[src/rtl/dm_arbiter.sv]
// Round-robin arbiter for the single-port data memory: CPU vs external port, with ext burst lock.
// Optional statistics counters are enabled with `define DM_ARB_STATS_EN.
module dm_arbiter #(
    parameter int ADDR_W    = 32,
    parameter int DATA_W    = 32,
    parameter int MEM_BITS  = 10,
    parameter int BURST_MAX = 4
) (
    input  logic              clk,
    input  logic              rst,
    input  logic              cpu_req,
    input  logic              cpu_we,
    input  logic [ADDR_W-1:0] cpu_addr,
    input  logic [DATA_W-1:0] cpu_wdata,
    output logic              cpu_gnt,
    output logic              cpu_rvalid,
    output logic [DATA_W-1:0] cpu_rdata,
    input  logic              ext_req,
    input  logic              ext_we,
    input  logic [ADDR_W-1:0] ext_addr,
    input  logic [DATA_W-1:0] ext_wdata,
    output logic              ext_gnt,
    output logic              ext_rvalid,
    output logic [DATA_W-1:0] ext_rdata,
    input  logic              ext_lock,
    output logic              mem_rden,
    output logic              mem_wren,
    output logic [ADDR_W-1:0] mem_addr,
    output logic [DATA_W-1:0] mem_wdata,
    input  logic [DATA_W-1:0] mem_q
`ifdef DM_ARB_STATS_EN
    ,
    output logic [31:0]       cpu_grant_cnt,
    output logic [31:0]       ext_grant_cnt,
    output logic [31:0]       conflict_cnt
`endif
);

    localparam int unsigned BW = $clog2(BURST_MAX + 1);
    localparam logic [BW-1:0] BURST_LIM = BW'(BURST_MAX);

    typedef enum logic [1:0] {
        IDLE,
        ISSUE,
        RESP
    } state_t;

    state_t            state_q, state_d;
    logic              cpu_gnt_q, cpu_gnt_d;
    logic              ext_gnt_q, ext_gnt_d;
    logic              cpu_rvalid_q, cpu_rvalid_d;
    logic              ext_rvalid_q, ext_rvalid_d;
    logic              mem_rden_q, mem_rden_d;
    logic              mem_wren_q, mem_wren_d;
    logic [ADDR_W-1:0] mem_addr_q, mem_addr_d;
    logic [DATA_W-1:0] mem_wdata_q, mem_wdata_d;
    logic              sel_ext_q, sel_ext_d;
    logic              last_ext_q, last_ext_d;
    logic [BW-1:0]     burst_q, burst_d;
    logic [DATA_W-1:0] cpu_hold_q, cpu_hold_d;
    logic [DATA_W-1:0] ext_hold_q, ext_hold_d;
    logic              burst_open;
    logic              pick_ext;

    // Only the low MEM_BITS of each address reach the memory.
    logic unused_addr_bits;
    assign unused_addr_bits = ^{cpu_addr[ADDR_W-1:MEM_BITS], ext_addr[ADDR_W-1:MEM_BITS]};

    always_comb begin
        state_d      = state_q;
        cpu_gnt_d    = 1'b0;
        ext_gnt_d    = 1'b0;
        cpu_rvalid_d = 1'b0;
        ext_rvalid_d = 1'b0;
        mem_rden_d   = 1'b0;
        mem_wren_d   = 1'b0;
        mem_addr_d   = '0;
        mem_wdata_d  = '0;
        sel_ext_d    = sel_ext_q;
        last_ext_d   = last_ext_q;
        burst_d      = ext_lock ? burst_q : '0;
        cpu_hold_d   = cpu_hold_q;
        ext_hold_d   = ext_hold_q;

        burst_open = ext_lock && (burst_q < BURST_LIM);
        if (cpu_req && ext_req) pick_ext = burst_open || !last_ext_q;
        else                    pick_ext = ext_req;

        unique case (state_q)
            IDLE: begin
                if (cpu_req || ext_req) begin
                    state_d    = ISSUE;
                    sel_ext_d  = pick_ext;
                    last_ext_d = pick_ext;
                    cpu_gnt_d  = !pick_ext;
                    ext_gnt_d  = pick_ext;
                    if (pick_ext) begin
                        mem_rden_d                 = !ext_we;
                        mem_wren_d                 = ext_we;
                        mem_addr_d[MEM_BITS-1:0]   = ext_addr[MEM_BITS-1:0];
                        mem_wdata_d                = ext_wdata;
                        if (burst_open) burst_d    = burst_q + 1'b1;
                    end else begin
                        mem_rden_d                 = !cpu_we;
                        mem_wren_d                 = cpu_we;
                        mem_addr_d[MEM_BITS-1:0]   = cpu_addr[MEM_BITS-1:0];
                        mem_wdata_d                = cpu_wdata;
                        burst_d                    = '0;
                    end
                end
            end
            ISSUE: begin
                state_d      = mem_rden_q ? RESP : IDLE;
                cpu_rvalid_d = mem_rden_q && !sel_ext_q;
                ext_rvalid_d = mem_rden_q && sel_ext_q;
            end
            RESP: begin
                state_d = IDLE;
                if (cpu_rvalid_q) cpu_hold_d = mem_q;
                if (ext_rvalid_q) ext_hold_d = mem_q;
            end
            default: state_d = IDLE;
        endcase
    end

    always_ff @(posedge clk or posedge rst) begin
        if (rst) begin
            state_q      <= IDLE;
            cpu_gnt_q    <= 1'b0;
            ext_gnt_q    <= 1'b0;
            cpu_rvalid_q <= 1'b0;
            ext_rvalid_q <= 1'b0;
            mem_rden_q   <= 1'b0;
            mem_wren_q   <= 1'b0;
            mem_addr_q   <= '0;
            mem_wdata_q  <= '0;
            sel_ext_q    <= 1'b0;
            last_ext_q   <= 1'b1;
            burst_q      <= '0;
            cpu_hold_q   <= '0;
            ext_hold_q   <= '0;
        end else begin
            state_q      <= state_d;
            cpu_gnt_q    <= cpu_gnt_d;
            ext_gnt_q    <= ext_gnt_d;
            cpu_rvalid_q <= cpu_rvalid_d;
            ext_rvalid_q <= ext_rvalid_d;
            mem_rden_q   <= mem_rden_d;
            mem_wren_q   <= mem_wren_d;
            mem_addr_q   <= mem_addr_d;
            mem_wdata_q  <= mem_wdata_d;
            sel_ext_q    <= sel_ext_d;
            last_ext_q   <= last_ext_d;
            burst_q      <= burst_d;
            cpu_hold_q   <= cpu_hold_d;
            ext_hold_q   <= ext_hold_d;
        end
    end

    assign cpu_gnt    = cpu_gnt_q;
    assign ext_gnt    = ext_gnt_q;
    assign cpu_rvalid = cpu_rvalid_q;
    assign ext_rvalid = ext_rvalid_q;
    assign mem_rden   = mem_rden_q;
    assign mem_wren   = mem_wren_q;
    assign mem_addr   = mem_addr_q;
    assign mem_wdata  = mem_wdata_q;
    // Memory data is only valid in the RESP cycle; the hold registers cover the gaps.
    assign cpu_rdata  = cpu_rvalid_q ? mem_q : cpu_hold_q;
    assign ext_rdata  = ext_rvalid_q ? mem_q : ext_hold_q;

`ifdef DM_ARB_STATS_EN
    logic [31:0] cpu_cnt_q, cpu_cnt_d;
    logic [31:0] ext_cnt_q, ext_cnt_d;
    logic [31:0] conf_cnt_q, conf_cnt_d;

    always_comb begin
        cpu_cnt_d  = cpu_cnt_q;
        ext_cnt_d  = ext_cnt_q;
        conf_cnt_d = conf_cnt_q;
        if (cpu_gnt_q && cpu_cnt_q != '1) cpu_cnt_d = cpu_cnt_q + 32'd1;
        if (ext_gnt_q && ext_cnt_q != '1) ext_cnt_d = ext_cnt_q + 32'd1;
        if (state_q == IDLE && cpu_req && ext_req && conf_cnt_q != '1)
            conf_cnt_d = conf_cnt_q + 32'd1;
    end

    always_ff @(posedge clk or posedge rst) begin
        if (rst) begin
            cpu_cnt_q  <= '0;
            ext_cnt_q  <= '0;
            conf_cnt_q <= '0;
        end else begin
            cpu_cnt_q  <= cpu_cnt_d;
            ext_cnt_q  <= ext_cnt_d;
            conf_cnt_q <= conf_cnt_d;
        end
    end

    assign cpu_grant_cnt = cpu_cnt_q;
    assign ext_grant_cnt = ext_cnt_q;
    assign conflict_cnt  = conf_cnt_q;
`endif

endmodule

[config.mk]
export PLATFORM = sky130hd
export DESIGN_NAME = dm_arbiter
export DESIGN_NICKNAME = d
export VERILOG_FILES = /design/src/rtl/dm_arbiter.sv
export SDC_FILE = /design/constraint.sdc
export NUM_CORES = 1
export LEC_CHECK = 0
export ABC_AREA = 0
export BUFFER_PORTS_ARGS = -buffer_cell sky130_fd_sc_hd__buf_2
export CORE_MARGIN = 3
export CORE_UTILIZATION = 45
export CTS_BUF_LIST = sky130_fd_sc_hd__clkbuf_4
export DETAILED_ROUTE_END_ITERATION = 12
export PLACE_DENSITY = 0.75
export SETUP_SLACK_MARGIN = 0.3
export SYNTH_ARGS = -nofsm -noshare
export SYNTH_HDL_FRONTEND = slang
export SYNTH_SLANG_ARGS = --single-unit
[constraint.sdc]
create_clock -name clk -period 4.7 [get_ports clk]
set_input_delay 0.705 -clock clk [delete_from_list [all_inputs] [get_ports clk]]
set_output_delay 0.705 -clock clk [all_outputs]
set_load 0.05 [all_outputs]
==> results.py <==
metrics = {
    "pwr": {
        "power_mw": 4.90,
        "power_density_nw_per_um2": 637,
        "irDropWorstVdd_v": 0.000260,
        "leakagePower_nw": 4.19,
    },
    "routing": {
        "drc": 0,
        "post_drt_wl_per_cell_um": 17.5,
        "wl_met1_um": 5960,
        "num_vias": 4736,
        "dr.max_layer_used": "met4",
        "route.met3.wl_um": 1200,
        "viasPerCell": 5.35,
        "final_antenna_net_count": 0,
        "routed_wl_um": 15500,
        "route.met2.wl_um": 8070,
        "drt_pass1_iterations": 5,
        "drt_iter0_markers": 289,
    },
    "final_layout": {
        "num-nets-final": 863,
        "syn_to_final_growth_pct": 22.5,
        "utilization_pct": 57.2,
        "drive_gt1_share_pct": 59.5,
        "final_cell_area_um2": 7690,
    },
    "grt": {
        "grt_pass1_wl_um": 24400,
        "grt_util_all_layers_pct": 20.3,
        "grt_pass1_vias": 4806,
        "grt_max_degree": 90,
        "antenna_found_initial": 1,
        "grt.overflow.total": 0,
    },
    "min_path": {
        "hp-class": "input pin to register",
        "worstHoldPathCells": 2,
    },
    "sta": {
        "fmax_mhz": 349,
        "min_period_over_period_pct": 61.0,
        "fin_tns_setup_ps": 0,
        "hold_violations": 0,
        "timing.hold.ws_ps": 383,
        "skew_ps": 14.9,
        "worst_pin_slew_ps": 1070,
        "fin_crit_ps": 2870,
        "slew_headroom_pct": 28.8,
        "setup_viol": 0,
        "rsz0062_at_grt": "false",
        "finalMaxSlewViolations": 0,
    },
    "synth": {
        "yosysTopAreaCell": "dfrtp_1",
        "synth-adder-area-share_pct": 0.199,
        "ys_seq_elements": 119,
        "syn_area_per_cell_um2": 13.1,
        "yosys_warnings": 0,
        "synthMuxAreaShare_pct": 27.6,
        "synth.top_cells.by_area": "dfrtp_1 47%, mux2_4 18%, mux2_2 9.9%",
        "synthesis.area_um2": 6280,
        "synth_compound_area_share_pct": 11.3,
        "synth-xor-area-share_pct": 0.139,
        "synth_top_area_share_pct": 47.0,
        "synth_cell_types": 32,
        "synth-simple-area-share_pct": 4.72,
        "synth_top_family_by_area": "multiplexers",
        "syn_inst": 481,
        "seq_area_frac_synth_pct": 47.4,
    },
    "setup_path": {
        "max_stage_delay_ps": 560,
        "crit_path_end_kind": "primary output",
        "worstPathBufferInverterCount": 2,
        "path_class": "register to primary output",
        "critPathMaxFanout": 26,
        "worst_ep_arrival_time_ps": 2160,
        "path_cells": "buf_4 > mux2_2 > buf_2",
        "reg2reg_depth": 3,
        "cp.depth": 3,
        "critPathRequiredTime_ps": 3990,
        "crit_slowest_cell": "dfrtp_1",
        "start_kind": "register",
        "critPathTopFamily": "buffers and inverters",
    },
    "flow_run": {
        "drv_cap": 0,
    },
    "clock_tree": {
        "clk_pin_slew_ps": 100,
        "cts_resized": 0,
        "postCtsSetupBuffers": 0,
        "cts_num_sinks": 119,
        "clock-root-buffer": "clkbuf_4",
        "clk_latency_ps": 520,
        "h-tree-depth": 4,
        "cts_max_path_buffers": 2,
        "cts_tree": "yes",
        "hold_buffers": 0,
        "numCtsBuffers": 17,
    },
    "placement": {
        "gp_congestion": 0.769,
        "numPortBuffers": 234,
        "place_area_um2": 7320,
        "hpwl_um": 10900,
    },
    "floorplan": {
        "ioPinCount": 301,
        "row_count": 42,
        "fp.dieW_um": 124,
        "die_area_um2": 15400,
        "coreArea_um2": 13500,
        "die_h_um": 124,
        "start_util_pct": 46.7,
    },
    "run_status": {
        "outcome": "complete, no violations",
    },
}
-- worst reg2reg max path: stages (launching register included) --
cell      delay [ps]
dfrtp_1          490
nand2b_4         700
buf_4            480
mux2_2           380
-- Yosys cell counts, drive strengths merged --
| master | count |
|---|---|
| mux2 | 129 |
| dfrtp | 118 |
| buf | 55 |
| o21ai | 46 |
| o2111ai | 44 |
| nand3 | 43 |
| clkbuf | 14 |
| nand2 | 8 |
| inv | 6 |
| o22ai | 3 |
| nor2 | 2 |
| nor3 | 2 |
| a21oi | 1 |
| conb | 1 |
| dfstp | 1 |
| ha | 1 |
| nand2b | 1 |
| nor2b | 1 |
| o211ai | 1 |
| o21a | 1 |
| o31ai | 1 |
| or2 | 1 |
| xnor2 | 1 |
-- layout make-up --
cell class	count	area (µm²)
Fill cell	1162	5760
Sequential cell	119	2980
Multi-Input combinational cell	308	2860
Timing Repair Buffer	243	1240
Clock inverter	14	230
Tap cell	176	220
Clock buffer	18	135
Inverter	6	25.0
Antenna cell	1	2.50
-- state kept, by name, indices dropped and copies added (netlist names) --
register    count
state_q         2
mem_rden        1
ext_hold_q     32
mem_addr       10
cpu_hold_q     32
mem_wdata      32
ext_gnt         1
ext_rvalid      1
mem_wren        1
cpu_rvalid      1
cpu_gnt         1
sel_ext_q       1
burst_q         3
last_ext_q      1
-- path summary, 6_finish.rpt --
check                           slack (ps)        endpoint  startpoint
worst max-delay path                  1830   cpu_rdata[30]  cpu_rvalid
worst min-delay path                   380        mem_rden      cpu_we
worst max register to register        2560  cpu_hold_q[10]  state_q[1]
worst min register to register         440      cpu_rvalid   sel_ext_q
max in group asynchronous             3190   mem_wdata[31]         rst
min in group asynchronous              440   mem_wdata[26]         rst
-- routing by layer --
| layer | vias up | GRT usage (%) |
|---|---|---|
| li1 | 2175 | - |
| met1 | 2333 | 24.2 |
| met2 | 200 | 34.8 |
| met3 | 28 | 5.99 |
| met4 | 0 | 7.53 |
| met5 | - | 0 |
-- through the flow --
stage	instances	worst slack, ps
after global placement	852	2120
after global routing	885	1670
after floorplan	502	839
after CTS	884	1740
after detailed placement	852	2060
final	885	1830
-- cells by family (layout without fill, tap and decap cells) --
kind of cell | after synthesis | in the layout
adders and majority gates | 1 | 1
other | 1 | 23
xor gates and xnor gates | 1 | 1
buffers and inverters | 75 | 281
and+or+nand+nor | 58 | 58
DFF | 119 | 119
muxes | 129 | 129
AOI/OAI and AO/OA | 97 | 97
-- placed cells by master (no fill, tap or decap), types with 2 or more instances in the layout --
master	netlist	layout
nand3_1	43	43
o22ai_1	3	3
inv_1	5	4
clkinv_1	0	2
nor3_1	2	2
mux2_4	74	74
nand2_1	7	7
clkinvlp_4	0	2
clkbuf_4	0	18
o21ai_2	9	9
conb_1	1	22
bufinv_16	0	6
mux2_2	55	55
o21ai_1	30	30
clkinv_2	0	2
clkinv_4	0	2
o2111ai_1	44	44
buf_2	8	234
buf_4	27	9
dfrtp_1	118	118
o21ai_0	7	7
-- report_power, final --
group | total [mW] | switching (mW) | internal (mW) | leakage [nW]
Sequential | 1.45 | 0.145 | 1.31 | 1.59
Clock | 0.920 | 0.389 | 0.531 | 0.187
Combinational | 2.53 | 1.73 | 0.799 | 2.40
Total | 4.90 | 2.26 | 2.64 | 4.19
Note: power is estimated with default switching activity, not from simulation.
